`config.mk`:
```
export PLATFORM = sky130hd
export DESIGN_NAME = ws2812_serializer
export DESIGN_NICKNAME = d
export VERILOG_FILES = /design/src/rtl/ws2812_serializer_pkg.sv /design/src/rtl/ws2812_bit_encoder.sv /design/src/rtl/ws2812_serializer.sv
export SDC_FILE = /design/constraint.sdc
export NUM_CORES = 1
export LEC_CHECK = 0
export CAP_MARGIN = 25
export CORE_ASPECT_RATIO = 0.75
export CORE_MARGIN = 2
export CORE_UTILIZATION = 58
export DETAILED_ROUTE_END_ITERATION = 7
export PLACE_DENSITY = 0.8
export SLEW_MARGIN = 20
export SYNTH_ARGS = -nofsm -noshare
export SYNTH_HDL_FRONTEND = slang
export SYNTH_SLANG_ARGS = --single-unit
export TNS_END_PERCENT = 20
```
`constraint.sdc`:
```
create_clock -name clk -period 2.5 [get_ports clk]
set_input_delay 0.375 -clock clk [delete_from_list [all_inputs] [get_ports clk]]
set_output_delay 0.375 -clock clk [all_outputs]
set_load 0.1 [all_outputs]
```
`src/rtl/ws2812_serializer_pkg.sv`:
```
// Shared types and default timing for the WS2812 serializer and the LED controller register file.
package ws2812_serializer_pkg;

  typedef enum logic [1:0] {
    ST_IDLE  = 2'd0,
    ST_FETCH = 2'd1,
    ST_SHIFT = 2'd2,
    ST_LATCH = 2'd3
  } state_e;

  localparam int unsigned COLOR_W   = 24;
  localparam int unsigned CH_W      = 8;
  localparam int unsigned BIT_CNT_W = 5;

  // Field positions of a colour word, G in the MSBs so it is sent first.
  typedef struct packed {
    logic [CH_W-1:0] g;
    logic [CH_W-1:0] r;
    logic [CH_W-1:0] b;
  } color_t;

  // Defaults for a 10 MHz clock.
  localparam int unsigned DEF_LED_CNT = 10;
  localparam int unsigned DEF_T0H     = 4;
  localparam int unsigned DEF_T1H     = 8;
  localparam int unsigned DEF_TBIT    = 13;
  localparam int unsigned DEF_TRESET  = 600;
  localparam int unsigned DEF_IDX_W   = 8;

endpackage

```
`src/rtl/ws2812_bit_encoder.sv`:
```
// NRZ bit-period generator: one TBIT-cycle period per bit, high for T0H or T1H cycles.
module ws2812_bit_encoder
  import ws2812_serializer_pkg::*;
#(
  parameter int unsigned T0H  = DEF_T0H,
  parameter int unsigned T1H  = DEF_T1H,
  parameter int unsigned TBIT = DEF_TBIT
) (
  input  logic clk,
  input  logic rst_n,
  input  logic en_i,
  input  logic bit_i,
  output logic led_o,
  output logic bit_last_c_o
);

  localparam int unsigned CYC_W = (TBIT > 1) ? $clog2(TBIT) : 1;
  localparam logic [CYC_W-1:0] CYC_LAST = CYC_W'(TBIT - 1);
  localparam logic [CYC_W-1:0] HI_0     = CYC_W'(T0H);
  localparam logic [CYC_W-1:0] HI_1     = CYC_W'(T1H);

  logic [CYC_W-1:0] cyc_q, cyc_d;
  logic             led_q, led_d;

  // Counter restarts at 0 whenever the encoder is idle, so the first bit starts cleanly.
  always_comb begin
    cyc_d = '0;
    led_d = 1'b0;
    if (en_i) begin
      led_d = (cyc_q < (bit_i ? HI_1 : HI_0));
      cyc_d = (cyc_q == CYC_LAST) ? '0 : cyc_q + CYC_W'(1);
    end
  end

  always_ff @(posedge clk or negedge rst_n) begin
    if (!rst_n) begin
      cyc_q <= '0;
      led_q <= 1'b0;
    end else begin
      cyc_q <= cyc_d;
      led_q <= led_d;
    end
  end

  assign led_o        = led_q;
  assign bit_last_c_o = en_i && (cyc_q == CYC_LAST);

endmodule

```
`src/rtl/ws2812_serializer.sv`:
```
// Frame sequencer: fetches colour words, streams them MSB first without gaps, then holds the latch time.
module ws2812_serializer
  import ws2812_serializer_pkg::*;
#(
  parameter int unsigned LED_CNT = DEF_LED_CNT,
  parameter int unsigned T0H     = DEF_T0H,
  parameter int unsigned T1H     = DEF_T1H,
  parameter int unsigned TBIT    = DEF_TBIT,
  parameter int unsigned TRESET  = DEF_TRESET,
  parameter int unsigned IDX_W   = DEF_IDX_W
) (
  input  logic               clk,
  input  logic               rst_n,
  input  logic               start_i,
  output logic [IDX_W-1:0]   rd_idx_o,
  output logic               rd_en_o,
  input  logic [COLOR_W-1:0] rd_data_i,
  output logic               busy_o,
  output logic               done_o,
  output logic               led_o
);

  localparam int unsigned LAT_W = $clog2(TRESET + 1);
  localparam logic [LAT_W-1:0]     LAT_END  = LAT_W'(TRESET - 1);
  localparam logic [LAT_W-1:0]     LAT_HOLD = LAT_W'(TRESET);
  localparam logic [IDX_W-1:0]     LAST_IDX = IDX_W'(LED_CNT - 1);
  localparam logic [BIT_CNT_W-1:0] BIT_TOP  = BIT_CNT_W'(COLOR_W - 1);

  state_e               state_q, state_d;
  logic [IDX_W-1:0]     rd_idx_q, rd_idx_d;
  logic                 rd_en_q, rd_en_d;
  logic                 rd_vld_q, rd_vld_d;
  logic                 busy_q, busy_d;
  logic                 done_q, done_d;
  logic [COLOR_W-1:0]   sr_q, sr_d;
  color_t               hold_q, hold_d;
  logic [BIT_CNT_W-1:0] bit_q, bit_d;
  logic [IDX_W-1:0]     led_idx_q, led_idx_d;
  logic [LAT_W-1:0]     lat_q, lat_d;
  logic                 bit_last_c;

  ws2812_bit_encoder #(
    .T0H  (T0H),
    .T1H  (T1H),
    .TBIT (TBIT)
  ) u_enc (
    .clk          (clk),
    .rst_n        (rst_n),
    .en_i         (state_q == ST_SHIFT),
    .bit_i        (sr_q[COLOR_W-1]),
    .led_o        (led_o),
    .bit_last_c_o (bit_last_c)
  );

  always_comb begin
    state_d   = state_q;
    rd_idx_d  = rd_idx_q;
    rd_en_d   = 1'b0;
    rd_vld_d  = rd_en_q;
    busy_d    = busy_q;
    done_d    = 1'b0;
    sr_d      = sr_q;
    hold_d    = hold_q;
    bit_d     = bit_q;
    led_idx_d = led_idx_q;
    lat_d     = lat_q;

    unique case (state_q)
      ST_IDLE: begin
        if (start_i) begin
          state_d   = ST_FETCH;
          rd_idx_d  = '0;
          rd_en_d   = 1'b1;
          busy_d    = 1'b1;
          led_idx_d = '0;
        end
      end

      ST_FETCH: begin
        if (rd_vld_q) begin
          sr_d    = rd_data_i;
          bit_d   = BIT_TOP;
          state_d = ST_SHIFT;
        end
      end

      ST_SHIFT: begin
        // Prefetched word lands one cycle after the strobe, well before the bit-0 boundary.
        if (rd_vld_q) begin
          hold_d = color_t'(rd_data_i);
        end
        if (bit_last_c) begin
          if (bit_q == '0) begin
            sr_d  = hold_q;
            bit_d = BIT_TOP;
            if (led_idx_q == LAST_IDX) begin
              state_d = ST_LATCH;
              lat_d   = '0;
            end else begin
              led_idx_d = led_idx_q + IDX_W'(1);
            end
          end else begin
            sr_d  = sr_q << 1;
            bit_d = bit_q - BIT_CNT_W'(1);
            // Entering bit 0: request the next LED's word during its first cycle.
            if ((bit_q == BIT_CNT_W'(1)) && (led_idx_q != LAST_IDX)) begin
              rd_en_d  = 1'b1;
              rd_idx_d = led_idx_q + IDX_W'(1);
            end
          end
        end
      end

      ST_LATCH: begin
        // One extra LATCH cycle carries done_o so a start in that cycle is ignored.
        if (lat_q == LAT_END) begin
          done_d = 1'b1;
          busy_d = 1'b0;
          lat_d  = LAT_HOLD;
        end else if (lat_q == LAT_HOLD) begin
          state_d = ST_IDLE;
          lat_d   = '0;
        end else begin
          lat_d = lat_q + LAT_W'(1);
        end
      end

      default: state_d = ST_IDLE;
    endcase
  end

  always_ff @(posedge clk or negedge rst_n) begin
    if (!rst_n) begin
      state_q   <= ST_IDLE;
      rd_idx_q  <= '0;
      rd_en_q   <= 1'b0;
      rd_vld_q  <= 1'b0;
      busy_q    <= 1'b0;
      done_q    <= 1'b0;
      sr_q      <= '0;
      hold_q    <= '0;
      bit_q     <= '0;
      led_idx_q <= '0;
      lat_q     <= '0;
    end else begin
      state_q   <= state_d;
      rd_idx_q  <= rd_idx_d;
      rd_en_q   <= rd_en_d;
      rd_vld_q  <= rd_vld_d;
      busy_q    <= busy_d;
      done_q    <= done_d;
      sr_q      <= sr_d;
      hold_q    <= hold_d;
      bit_q     <= bit_d;
      led_idx_q <= led_idx_d;
      lat_q     <= lat_d;
    end
  end

  assign rd_idx_o = rd_idx_q;
  assign rd_en_o  = rd_en_q;
  assign busy_o   = busy_q;
  assign done_o   = done_q;

endmodule

```
==> results of run 1 <==
-- flip-flops by register name, summed over array words and instances (netlist names) --
name / flops
bit_q: 5
busy_o: 1
done_o: 1
hold_q: 24
lat_q: 10
led_idx_q: 8
rd_en_o: 1
rd_idx_o: 8
rd_vld_q: 1
sr_q: 24
state_q: 2
u_enc.cyc_q: 4
u_enc.led_o: 1
-- critical path: stages (launching register included) --
cell     delay [ns]
dfrtp_1        0.41
inv_1          0.13
ha_1           0.18
or4b_1         0.58
nor4_4         0.39
nor2_4         0.11
a221o_1        0.37
-- area by class of cell --
type / count / share of cell area
Multi-Input combinational cell: 340 / 0.4288
Tap cell: 105 / 0.02377
Sequential cell: 90 / 0.4075
Inverter: 21 / 0.01426
Clock buffer: 9 / 0.02241
Timing Repair Buffer: 51 / 0.08286
Clock inverter: 6 / 0.02038
-- routing by layer --
layer	global-route usage	share of wire	vias up
li1	-	-	1831
met5	0	0	-
met4	0.04948	0.012	0
met1	0.3571	0.48	1882
met3	0.05024	0.054	13
met2	0.3676	0.46	110
-- report_power, final --
| part | internal, µW | switching (µW) |
|---|---|---|
| logic | 72.3 | 58.5 |
| clock network | 664 | 517 |
| registers | 1490 | 20.1 |
-- kinds of logic after synthesis --
| group | Yosys count | share of synthesized area |
|---|---|---|
| multiplexers | 32 | 0.07324 |
| AO/OA/AOI/OAI | 125 | 0.2006 |
| buffers and inverters | 53 | 0.04710 |
| adder cells (fa/ha/maj) | 14 | 0.03623 |
| AND/OR/NAND/NOR | 163 | 0.1661 |
| flip-flops | 90 | 0.4658 |
| XOR/XNOR | 6 | 0.01087 |
-- cell usage after synthesis, types with 5 or more instances --
master,n
o22ai_1,5
o21ai_0,9
dfrtp_1,90
nand4_1,7
ha_1,14
nor2_1,34
clkbuf_1,24
a21o_1,25
xnor2_1,6
o2bb2ai_1,7
nand2_1,70
mux2i_1,5
nand3_1,8
and3_1,6
nor3_1,6
a311oi_1,23
a21oi_1,10
o31ai_1,6
inv_1,21
mux2_2,27
-- worst paths after layout --
path	end	slack [ns]	cells past startpoint
worst max-delay path	lat_q[5]	0.22	6
worst min-delay path	lat_q[8]	0.05	2
worst max register to register	lat_q[5]	0.22	6
worst min register to register	rd_vld_q	0.42	0
max in group asynchronous	hold_q[1]	2.09	2
min in group clk	rd_vld_q	0.42	0
-- stage by stage --
step	setup WS, ns	total power, µW	instances
final	0.2223	2825	622
after global routing	0.07982	2942	622
after detailed placement	0.1523	1677	607
after global placement	0.2912	1670	607
after floorplan	0.3366	1584	483
after CTS	0.1290	2856	622
==> flow_summary.toml, run 1 <==
[route]
ant_nets = 0
wl_um = 10090
drt_first_iter_violations = 295
drt_pass1_iterations = 5
vias = 3836
wl_per_cell_um = 16.23
drcViolationCount = 0
vias_per_cell = 6.167

[timing]
timing.clock.skew_ns = 0.01260
fin_setup_tns_ns = 0
fmaxAchievable_mhz = 439.0
layout_min_cycle_time_ns = 2.278
worst_slew_margin_rel = 0.5566
finalCritPeriodShare = 0.9111
fin_worst_hold_slack_ns = 0.04953
rsz0062_at_grt = "false"
timing_worst_slew_pin_value_ns = 0.6559
drv_slew = 0
report.final.hold_viol_count = 0
report.final.setup_viol = 0

[worst_setup_path]
biggest_fanout_along_the_worst_timing_path = 9
setup.worst_path.end_class = "flop"
critPathKind = "flop to flop"
critPathArrivalTime_ns = 2.52
cp-start-kind = "flop"
worstReg2RegStart = "bit_q[1]"
worstSetupStartpoint = "bit_q[1]"
worst_ep_required_time_ns = 2.74

[die]
top_level_ports = 39
dieHeight_um = 83.07
dieWidth_um = 109.4
design.die.area_um2 = 9089
rows = 28
core_um2 = 7988
starting_density_of_the_core = 0.6053

[global_route]
grt_pass1_wl_um = 17750
grt_remaining_overflow = 0
via_count_of_the_first_global_routing_pass = 3692
grt_start_max_net_pins = 91
grt_usage = 0.2410
antenna_found_initial = 0

[cells_and_area]
layout.area.seq_um2 = 2252
layout_cells_sized_above_1 = 0.1625
multi_input_comb_area_um2 = 2370
fin_area_um2 = 5527
num_antenna_cells = 0
final_common_cell = "dfrtp_1"
area_growth_syn_to_layout_pct = 14.31
fillCellCount = 623
finish.net_count = 554
layout.cells.most_common_list = "dfrtp_1, nand2_1, nor2_1"
final_core_util = 0.6919

[cts]
clockBufferDepth = 2
insertion_delay_ns = 0.36
cts_made_buffers = 9
cts_root_buf = "clkbuf_8"
ctsHtreeMaxLevel = 3
number_of_hold_repair_buffers_added_at_the_cts_stage = 0
tritoncts = "yes"
post_cts.repair.setup_buffers = 0
cts.sinks = 90
cts_resized = 0
clk_pin_slew_ns = 0.09

[worst_hold_path]
worstHoldPathType = "input port to asynchronous set/reset pin"

[synth]
synth.area.top_cells = "dfrtp_1, mux2_2, nand2_1"
postSynth.asyncResetShare = 1.000
synth_area_um2 = 4835
synth_seq_area_share = 0.4658
synth.top_cell.area_share = 0.4658
post_synth_num_cell_types = 64
synth-seq-cells = 90
synthesis.instances = 483
number_of_enable_flip_flop_cells_after_synthesis = 0
dominantRegCellSynth = "dfrtp_1"
synth_top_area_cell = "dfrtp_1"
yosys_warnings = 0
syn-num-nets = 524
syn-mean-instance-area_um2 = 10.01

[power]
leakage_uw = 0.002453
pwr_density_cell_nw_per_um2 = 511.3
ir_worst_vdd_mv = 0.3379

[placed_design]
placement.io_buffers = 38
dpl-instance-area_um2 = 5284
dp_hpwl_um = 6750
globalplace.congestion = 0.8592

[status]
run_status = "finished clean"

[flow_run]
max-cap-violations = 0
(Power assumes the default switching activity.)
==> run 2: changes to the inputs <==
--- a/config.mk
+++ b/config.mk
@@ -6,7 +6,6 @@
 export NUM_CORES = 1
 export LEC_CHECK = 0
 export CAP_MARGIN = 25
-export CORE_ASPECT_RATIO = 0.75
 export CORE_MARGIN = 2
 export CORE_UTILIZATION = 58
 export DETAILED_ROUTE_END_ITERATION = 7
==> run 2 against run 1 <==
Effect of this change:
- non-clock buffer count up 4
- die area about the same
- clock skew down 0.0012 ns
- via count up 0.94%
- register-to-register slack hardly changed
- global-route usage rose by 0.68 points
- highest routed layer unchanged
- utilization down 0.75 points
==> flow_summary.toml, run 2 (synthesis gave the netlist of run 1 again) <==
[status]
run_status = "finished clean"

[power]
leakage_uw = 0.002471
clock_network_power_share = 0.425
swShare = 0.2177
fin_total_pwr_uw = 2858
power_frac_seq = 0.529
p_comb_frac = 0.046
pwr_density_cell_nw_per_um2 = 513.5
p_int_uw = 2236
ir_worst_vdd_mv = 0.3339
netSwitchingPower_uw = 622.1

[route]
ant_nets = 0
drt_pass1_iterations = 5
drcViolationCount = 0
drt_first_iter_violations = 183
vias = 3872
wl_um = 10390
vias_per_cell = 6.175
wl_per_cell_um = 16.57

[worst_hold_path]
worstHoldPathType = "input port to asynchronous set/reset pin"

[die]
dieWidth_um = 95.30
top_level_ports = 39
rows = 33
core_um2 = 8134
starting_density_of_the_core = 0.5944
design.die.area_um2 = 9082
dieHeight_um = 95.30

[placed_design]
dp_hpwl_um = 6953
dp_slack_ns = 0.1778
dpl-instance-area_um2 = 5314
placement.io_buffers = 38
globalplace.congestion = 0.8735

[worst_setup_path]
biggest_fanout_along_the_worst_timing_path = 9
setup.worst_path.end_class = "flop"
critPathArrivalTime_ns = 2.54
cp-start-kind = "flop"
timing.critical_path.slowest_stage_cell = "or4b_1"
worstPathCellList = "ha_1 > or4b_1 > nor4_4 > nor2_4 > a221o_1"
critPathKind = "flop to flop"
crit_path_max_incr_delay_ns = 0.60
ff2ff_path_depth = 5
worst_ep_required_time_ns = 2.75

[cts]
cts_root_buf = "clkbuf_8"
insertion_delay_ns = 0.36
post_cts.repair.setup_buffers = 0
cts_made_buffers = 9
ctsHtreeMaxLevel = 3
clk_pin_slew_ns = 0.09
cts.sinks = 90
tritoncts = "yes"
clockBufferDepth = 2

[timing]
report.final.hold_viol_count = 0
drv_slew = 0
rsz0062_at_grt = "false"
report.final.setup_viol = 0
fmaxAchievable_mhz = 436.2
finalCritPeriodShare = 0.9170
layout_min_cycle_time_ns = 2.292
timing.clock.skew_ns = 0.01138
layout_setup_ws_ns = 0.2075
timing_worst_slew_pin_value_ns = 0.5907
worst_slew_margin_rel = 0.6062
fin_setup_tns_ns = 0

[global_route]
grt_usage = 0.2478
grt_pass1_wl_um = 17710
grt_remaining_overflow = 0
antenna_found_initial = 0
grt_start_max_net_pins = 48
via_count_of_the_first_global_routing_pass = 3838

[cells_and_area]
num_antenna_cells = 0
area_growth_syn_to_layout_pct = 15.14
fin_area_um2 = 5567
final_common_cell = "dfrtp_1"
top_regs = "hold_q x24, sr_q x24, lat_q x10"
finish.net_count = 558
layout_cells_sized_above_1 = 0.1705
fillCellCount = 605
layout.cells.most_common_list = "dfrtp_1, nand2_1, nor2_1"

[flow_run]
max-cap-violations = 0
run 2: repair_timing:
action | 4_1_cts | 5_1_grt
hold buffers | 0 | 0
gates resized for setup | 0 | 1
setup endpoints to repair | 0 | 5
run 2: area by class of cell:
type	count	area (µm²)	area share
multi-input combinational	340	2370	0.4257
clock buffer	9	123.9	0.02225
clock inverter	7	122.6	0.02203
timing repair buffer	55	488.0	0.08766
tap	105	131.4	0.02360
inverter	21	78.83	0.01416
sequential	90	2252	0.4046
run 2: routing by layer:
metal | vias up | wire (µm) | global-route usage
li1 | 1828 | - | -
met1 | 1936 | 4695 | 0.3301
met2 | 100 | 5197 | 0.4161
met3 | 8 | 422 | 0.04743
met4 | 0 | 75 | 0.06522
met5 | - | 0 | 0
run 2: through the flow:
stage / hold slack, ns / utilization / std cells
after floorplan: 0.07941 / - / 483
after global placement: 0.3993 / 0.6533 / 611
after detailed placement: 0.3991 / 0.6533 / 611
after CTS: 0.03334 / 0.6836 / 627
after global routing: 0.05198 / 0.6844 / 627
final: 0.01829 / 0.6844 / 627
run 2: worst paths after layout:
check	startpoint	slack (ns)	end
max	led_idx_q[0]	0.21	lat_q[7]
min	rst_n	0.02	done_o
max reg2reg	led_idx_q[0]	0.21	lat_q[7]
min reg2reg	rd_en_o	0.41	rd_vld_q
max in group asynchronous	rst_n	1.82	hold_q[15]
min in group clk	rd_en_o	0.41	rd_vld_q
run 2: worst max-delay path: cells and delay by family (launching register included):
kind | cells | cell delay, ns
and+or+nand+nor | 3 | 1.10
adders and majority gates | 1 | 0.22
AOI/OAI and AO/OA | 1 | 0.37
DFF | 1 | 0.49
run 2: power by group through the flow:
stage	registers, µW	logic (µW)	clock network, µW
floorplan	1540	48.1	0
global placement	1540	129	0
detailed placement	1540	135	0
CTS	1510	135	1230
global route	1520	149	1300
finish	1510	131	1210
